## config.mk

```make
export PLATFORM = sky130hd
export DESIGN_NAME = agex_stage
export DESIGN_NICKNAME = d
export VERILOG_FILES = /design/src/rtl/agex_stage.sv
export SDC_FILE = /design/constraint.sdc
export NUM_CORES = 1
export LEC_CHECK = 0
export CORE_UTILIZATION = 43
export DETAILED_ROUTE_END_ITERATION = 10
export PLACE_DENSITY = 0.61
export SYNTH_ARGS = -nofsm -noshare
export SYNTH_HDL_FRONTEND = slang
export SYNTH_SLANG_ARGS = --single-unit
```

## constraint.sdc

```tcl
create_clock -name clk -period 5.6 [get_ports clk]
set_input_delay 0.84 -clock clk [delete_from_list [all_inputs] [get_ports clk]]
set_output_delay 0.84 -clock clk [all_outputs]
set_load 0.01 [all_outputs]
```

## src/rtl/agex_stage.sv

```systemverilog
`default_nettype none
// +----------------------------------------------------------------------------+
// | agex_stage: execute / address-generation stage with an iterative          |
// | shift-add multiplier and combinational branch resolution.                  |
// | Rev 1.0                                                                    |
// +----------------------------------------------------------------------------+

package agex_pkg;
  localparam int IOPBITS = 6;
  localparam logic [IOPBITS-1:0]
    ADD_I   = 6'd0,  SUB_I   = 6'd1,  AND_I   = 6'd2,  OR_I    = 6'd3,
    XOR_I   = 6'd4,  SLL_I   = 6'd5,  SRL_I   = 6'd6,  SRA_I   = 6'd7,
    SLT_I   = 6'd8,  SLTU_I  = 6'd9,  ADDI_I  = 6'd10, ANDI_I  = 6'd11,
    ORI_I   = 6'd12, XORI_I  = 6'd13, SLLI_I  = 6'd14, SRLI_I  = 6'd15,
    SRAI_I  = 6'd16, SLTI_I  = 6'd17, SLTIU_I = 6'd18, LUI_I   = 6'd19,
    AUIPC_I = 6'd20, LW_I    = 6'd21, SW_I    = 6'd22, JAL_I   = 6'd23,
    JALR_I  = 6'd24, BEQ_I   = 6'd25, BNE_I   = 6'd26, BLT_I   = 6'd27,
    BGE_I   = 6'd28, BLTU_I  = 6'd29, BGEU_I  = 6'd30, MUL_I   = 6'd31,
    CSRR_I  = 6'd32, CSRW_I  = 6'd33, INVALID_I = 6'd34;
endpackage

module agex_stage
  import agex_pkg::*;
#(
  parameter int MUL_BITS = 4
) (
  input  logic               clk,
  input  logic               reset,
  input  logic               in_valid,
  input  logic [IOPBITS-1:0] in_op,
  input  logic [31:0]        in_pc,
  input  logic [31:0]        in_pcplus,
  input  logic [31:0]        in_rs1,
  input  logic [31:0]        in_op2,
  input  logic [31:0]        in_imm,
  input  logic [4:0]         in_rd,
  output logic               stall_out,
  output logic               br_clear,
  output logic [31:0]        br_target,
  output logic               out_valid,
  output logic [IOPBITS-1:0] out_op,
  output logic [4:0]         out_rd,
  output logic               out_wr_reg,
  output logic [31:0]        out_result,
  output logic [31:0]        out_wdata
);
  localparam int MUL_ITERS = 32 / MUL_BITS;
  localparam int CNT_W = (MUL_ITERS > 1) ? $clog2(MUL_ITERS) : 1;
  localparam logic [CNT_W-1:0] CNT_LAST = CNT_W'(MUL_ITERS - 1);

  typedef enum logic [1:0] {S_IDLE = 2'd0, S_BUSY = 2'd1, S_DONE = 2'd2} state_t;

  state_t             state_q, state_d;
  logic [31:0]        mcand_q, mcand_d, mplier_q, mplier_d, acc_q, acc_d;
  logic [CNT_W-1:0]   cnt_q, cnt_d;
  logic               out_valid_q, out_valid_d, out_wr_reg_q, out_wr_reg_d;
  logic [IOPBITS-1:0] out_op_q, out_op_d;
  logic [4:0]         out_rd_q, out_rd_d;
  logic [31:0]        out_result_q, out_result_d, out_wdata_q, out_wdata_d;

  logic [31:0] alu_res, target, jalr_sum, digit;
  logic        known, writes_rd, taken, is_mul;

  always_comb begin
    alu_res   = '0;
    known     = 1'b1;
    writes_rd = 1'b1;
    taken     = 1'b0;
    target    = in_pc + in_imm;
    jalr_sum  = in_rs1 + in_op2;
    case (in_op)
      ADD_I, ADDI_I, LW_I: alu_res = in_rs1 + in_op2;
      SUB_I:               alu_res = in_rs1 - in_op2;
      AND_I, ANDI_I:       alu_res = in_rs1 & in_op2;
      OR_I, ORI_I:         alu_res = in_rs1 | in_op2;
      XOR_I, XORI_I:       alu_res = in_rs1 ^ in_op2;
      SLL_I, SLLI_I:       alu_res = in_rs1 << in_op2[4:0];
      SRL_I, SRLI_I:       alu_res = in_rs1 >> in_op2[4:0];
      SRA_I, SRAI_I:       alu_res = $signed(in_rs1) >>> in_op2[4:0];
      SLT_I, SLTI_I:       alu_res = {31'b0, $signed(in_rs1) < $signed(in_op2)};
      SLTU_I, SLTIU_I:     alu_res = {31'b0, in_rs1 < in_op2};
      LUI_I:               alu_res = in_op2;
      AUIPC_I:             alu_res = in_pc + in_op2;
      SW_I: begin
        alu_res   = in_rs1 + in_imm;
        writes_rd = 1'b0;
      end
      JAL_I: begin
        alu_res = in_pcplus;
        taken   = 1'b1;
        target  = in_pc + in_op2;
      end
      JALR_I: begin
        alu_res = in_pcplus;
        taken   = 1'b1;
        target  = {jalr_sum[31:1], 1'b0};
      end
      BEQ_I:  begin writes_rd = 1'b0; taken = (in_rs1 == in_op2); end
      BNE_I:  begin writes_rd = 1'b0; taken = (in_rs1 != in_op2); end
      BLT_I:  begin writes_rd = 1'b0; taken = ($signed(in_rs1) <  $signed(in_op2)); end
      BGE_I:  begin writes_rd = 1'b0; taken = ($signed(in_rs1) >= $signed(in_op2)); end
      BLTU_I: begin writes_rd = 1'b0; taken = (in_rs1 <  in_op2); end
      BGEU_I: begin writes_rd = 1'b0; taken = (in_rs1 >= in_op2); end
      MUL_I:  alu_res = '0;
      CSRR_I, CSRW_I: alu_res = in_rs1;
      default: begin
        known     = 1'b0;
        writes_rd = 1'b0;
      end
    endcase
  end

  assign is_mul = in_valid && (in_op == MUL_I);

  // Combinational handshakes are forced low while reset is held so an aborted MUL goes quiet at once.
  assign stall_out = reset && (((state_q == S_IDLE) && is_mul) || (state_q == S_BUSY));
  assign br_clear  = reset && (state_q == S_IDLE) && in_valid && taken;
  assign br_target = target;

  always_comb begin
    state_d      = state_q;
    mcand_d      = mcand_q;
    mplier_d     = mplier_q;
    acc_d        = acc_q;
    cnt_d        = cnt_q;
    out_valid_d  = 1'b0;
    out_op_d     = '0;
    out_rd_d     = '0;
    out_wr_reg_d = 1'b0;
    out_result_d = '0;
    out_wdata_d  = '0;
    digit        = '0;
    digit[MUL_BITS-1:0] = mplier_q[MUL_BITS-1:0];
    case (state_q)
      S_IDLE: begin
        if (is_mul) begin
          mcand_d  = in_rs1;
          mplier_d = in_op2;
          acc_d    = '0;
          cnt_d    = '0;
          state_d  = S_BUSY;
        end else if (in_valid && known) begin
          out_valid_d  = 1'b1;
          out_op_d     = in_op;
          out_rd_d     = in_rd;
          out_wr_reg_d = writes_rd && (in_rd != 5'd0);
          out_result_d = alu_res;
          out_wdata_d  = (in_op == SW_I) ? in_op2 : 32'd0;
        end
      end
      S_BUSY: begin
        acc_d    = acc_q + mcand_q * digit;
        mplier_d = mplier_q >> MUL_BITS;
        mcand_d  = mcand_q << MUL_BITS;
        cnt_d    = cnt_q + 1'b1;
        if (cnt_q == CNT_LAST) state_d = S_DONE;
      end
      S_DONE: begin
        out_valid_d  = 1'b1;
        out_op_d     = MUL_I;
        out_rd_d     = in_rd;
        out_wr_reg_d = (in_rd != 5'd0);
        out_result_d = acc_q;
        state_d      = S_IDLE;
      end
      default: state_d = S_IDLE;
    endcase
  end

  always_ff @(posedge clk or negedge reset) begin
    if (!reset) begin
      state_q      <= S_IDLE;
      mcand_q      <= '0;
      mplier_q     <= '0;
      acc_q        <= '0;
      cnt_q        <= '0;
      out_valid_q  <= 1'b0;
      out_op_q     <= '0;
      out_rd_q     <= '0;
      out_wr_reg_q <= 1'b0;
      out_result_q <= '0;
      out_wdata_q  <= '0;
    end else begin
      state_q      <= state_d;
      mcand_q      <= mcand_d;
      mplier_q     <= mplier_d;
      acc_q        <= acc_d;
      cnt_q        <= cnt_d;
      out_valid_q  <= out_valid_d;
      out_op_q     <= out_op_d;
      out_rd_q     <= out_rd_d;
      out_wr_reg_q <= out_wr_reg_d;
      out_result_q <= out_result_d;
      out_wdata_q  <= out_wdata_d;
    end
  end

  assign out_valid  = out_valid_q;
  assign out_op     = out_op_q;
  assign out_rd     = out_rd_q;
  assign out_wr_reg = out_wr_reg_q;
  assign out_result = out_result_q;
  assign out_wdata  = out_wdata_q;
endmodule

`default_nettype wire

```

==> out/results.tsv <==
metric	value	unit
status	finished with violations	
violations	setup timing	
synth_top_cell_by_area	dfrtp_1	
nets	4291	
worstSetupPathType	input port to primary output	
worst_slack	-0.00763	ns
synthMuxAreaShare	7.15	%
fill_cells	6096	
syn_area_per_cell	7.84	µm²
final_cell_mix	354 x nor2_1, 308 x buf_4, 274 x clkdlybuf4s50_1	
startpoint_type	input port	
rr_endpoint	acc_q[31]$_DFFE_PN0P_	
coreArea	0.0617	mm²
pwr-share-comb	85.4	%
tightestPinTransition	1.00	ns
cellInternalPower	10.9	mW
die_h	252	µm
syn-cell-area	0.0269	mm²
finalHoldViolCount	0	
p_clk_share	5.6	%
synth_edf_count	0	
p_leak	14.5	nW
row_count	91	
critPathArrivalTime	4.77	ns
cts_tree	done	
max_cap_violations	0	
seqPwrFrac	9.1	%
via_count	29771	
initial_utilization	43.6	%
cp.required	4.76	ns
wl	129000	µm
grt_pass1_wl	188000	µm
synth_nets	3924	
track_usage	40.3	%
crit_path_end	br_clear	
instances_no_fill	4651	
rsz0062_at_grt	yes	
swShare	52.9	%
yosysUniqueCellTypes	102	
area_delta_synth_final	22.1	%
critPathLaunch	in_op2[13]	
drt_pre_antenna_iters	7	
slew_headroom	32.8	%
clk_pin_slew	0.07	ns
p_sw	12.3	mW
cts-root-buf	clkbuf_16	
die_x	252	µm
skew	0.0163	ns
synthAdderAreaFrac	17.3	%
antenna_left	0	
fmax	178	MHz
holdWs	0.369	ns
hp-class	input port to async pin	
fin_crit	5.61	ns
timing.reg2reg.worst_path_depth	17	
setup_viol	1	
yosysTopAreaCellShare	16.6	%
powerDensity	705	mW/mm²
ys_seq_area_share	16.6	%
irDropWorstVdd	1610	µV
placed_cells	4615	
utilization	53.2	%
slew_violations	0	
crit_path_end_kind	primary output	
cts.path.max_buffers	2	
ctsHoldBuffers	0	
fin_setup_tns	-0.00763	ns
crit_fanout	5	
r2r_start	mplier_q[1]$_DFFE_PN0P_	
portBuffers	284	
cts_sinks	178	
yosys.area_share.simple	19.3	%
synth_compound_area_share	27.2	%
synth_top_flop_cell	dfrtp_1	
routed_via_density	6.40	
gp_congestion	1.12	
synth.ff_latch_count	178	
ios	285	
drtIter0Drc	3746	
antenna_found_initial	4	
synth_top_family_by_area	compound AO/OA/AOI/OAI gates	
wl_per_cell	27.8	µm
hpwlAfterDp	102000	µm
r2r_slack	0.42	ns
synth_top_cells_by_area	dfrtp_1 17%, ha_1 11%, fa_1 6.8%	
synth_xor_area_share	4.95	%
place_ws	-0.00189	ns
synth_cells	3432	
finalCritPeriodShare	100	%
drive_gt1_share	13.0	%
layout_commonest_cell	nor2_1	
first_global_vias	27858	
overflow	0	
cts_made_buffers	17	
drc	0	
worstSkewPairLatency	0.52	ns
die_area	0.0635	mm²
htree_levels	4	
grt_max_degree	86	
ys_warn_count	0	
async_flop_share	100	%
==> cell families after synthesis <==
family,after synthesis
DFF,178
xor gates and xnor gates,152
buffers and inverters,500
adders and majority gates,318
and+or+nand+nor,1093
muxes,116
AOI/OAI and AO/OA,1075
==> layout make-up <==
| cell class | count | area [µm²] | area share, % |
|---|---|---|---|
| Tap cell | 837 | 1050 | 3.19 |
| Clock inverter | 14 | 166 | 0.507 |
| Multi-Input combinational cell | 2754 | 20600 | 62.7 |
| Sequential cell | 178 | 4450 | 13.6 |
| Antenna cell | 2 | 5.00 | 0.0152 |
| Inverter | 256 | 961 | 2.93 |
| Timing Repair Buffer | 592 | 5180 | 15.8 |
| Clock buffer | 18 | 439 | 1.34 |
==> critical path: stages <==
cell             delay, ns
clkdlybuf4s50_1       0.50
inv_1                 0.08
ha_1                  0.42
nor4_1                0.10
buf_4                 0.16
nand4_1               0.12
a21oi_1               0.09
a2111oi_2             0.47
buf_4                 0.22
o311ai_2              0.15
a2111o_1              0.40
a21oi_1               0.18
a21oi_1               0.07
o31ai_1               0.19
and3_1                0.23
clkdlybuf4s50_1       0.54
==> worst min path at each step <==
| stage | startpoint | end | cells past startpoint |
|---|---|---|---|
| detailed placement | acc_q[12]$_DFFE_PN0P_ | out_result[12]$_DFF_PN0_ | 2 |
| global route | reset | acc_q[3]$_DFFE_PN0P_ | 1 |
| finish | reset | acc_q[4]$_DFFE_PN0P_ | 1 |
| CTS | reset | acc_q[3]$_DFFE_PN0P_ | 1 |
| global placement | acc_q[13]$_DFFE_PN0P_ | out_result[13]$_DFF_PN0_ | 1 |
| floorplan | acc_q[13]$_DFFE_PN0P_ | out_result[13]$_DFF_PN0_ | 1 |
==> synth_stat cells (23+ instances only) <==
master	instances
a211oi_1	40
a21o_1	87
a21oi_1	241
a221oi_1	44
a22oi_1	38
a31oi_1	24
and2_1	113
and3_1	24
buf_1	27
buf_2	49
clkbuf_1	157
dfrtp_1	178
fa_1	91
ha_1	227
inv_1	247
mux2i_1	47
mux4_2	60
nand2_1	267
nand2b_1	37
nand3_1	81
nand4_1	36
nor2_1	356
nor2b_1	28
nor3_1	59
nor4_1	24
o211ai_1	37
o21ai_0	175
o21ai_1	28
o21bai_1	27
o22ai_1	87
o31ai_1	23
xnor2_1	95
xor2_1	57
==> layer usage <==
layer	GRT usage [%]	part of all wire [%]	up-vias
li1	-	-	13202
met5	0	0.019	-
met2	59.2	42	1895
met4	29.9	8.5	4
met3	9.69	11	419
met1	51.3	39	14251
==> stage by stage <==
| step | power [mW] | area (µm²) |
|---|---|---|
| 2_1_floorplan | 17.3 | 26900 |
| 3_3_place_gp | 21.3 | 32100 |
| 3_5_place_dp | 21.5 | 32100 |
| 4_1_cts | 23.0 | 32700 |
| 5_1_grt | 25.9 | 32800 |
| 6_report | 23.2 | 32800 |
==> power by group through the flow <==
stage | Sequential [mW] | Combinational (mW) | Clock, mW
floorplan | 1.88 | 15.4 | 0
global placement | 2.12 | 19.2 | 0
detailed placement | 2.12 | 19.4 | 0
CTS | 2.10 | 19.6 | 1.32
global route | 2.14 | 22.4 | 1.36
finish | 2.10 | 19.8 | 1.29
==> what timing repair did <==
action                                  in CTS  in global routing
endpoints found under the setup margin       1                  8
pin swaps                                    0                  4
gates resized for setup                      3                 17
buffers inserted                             0                  2
Note: power is estimated with default switching activity, not from simulation.
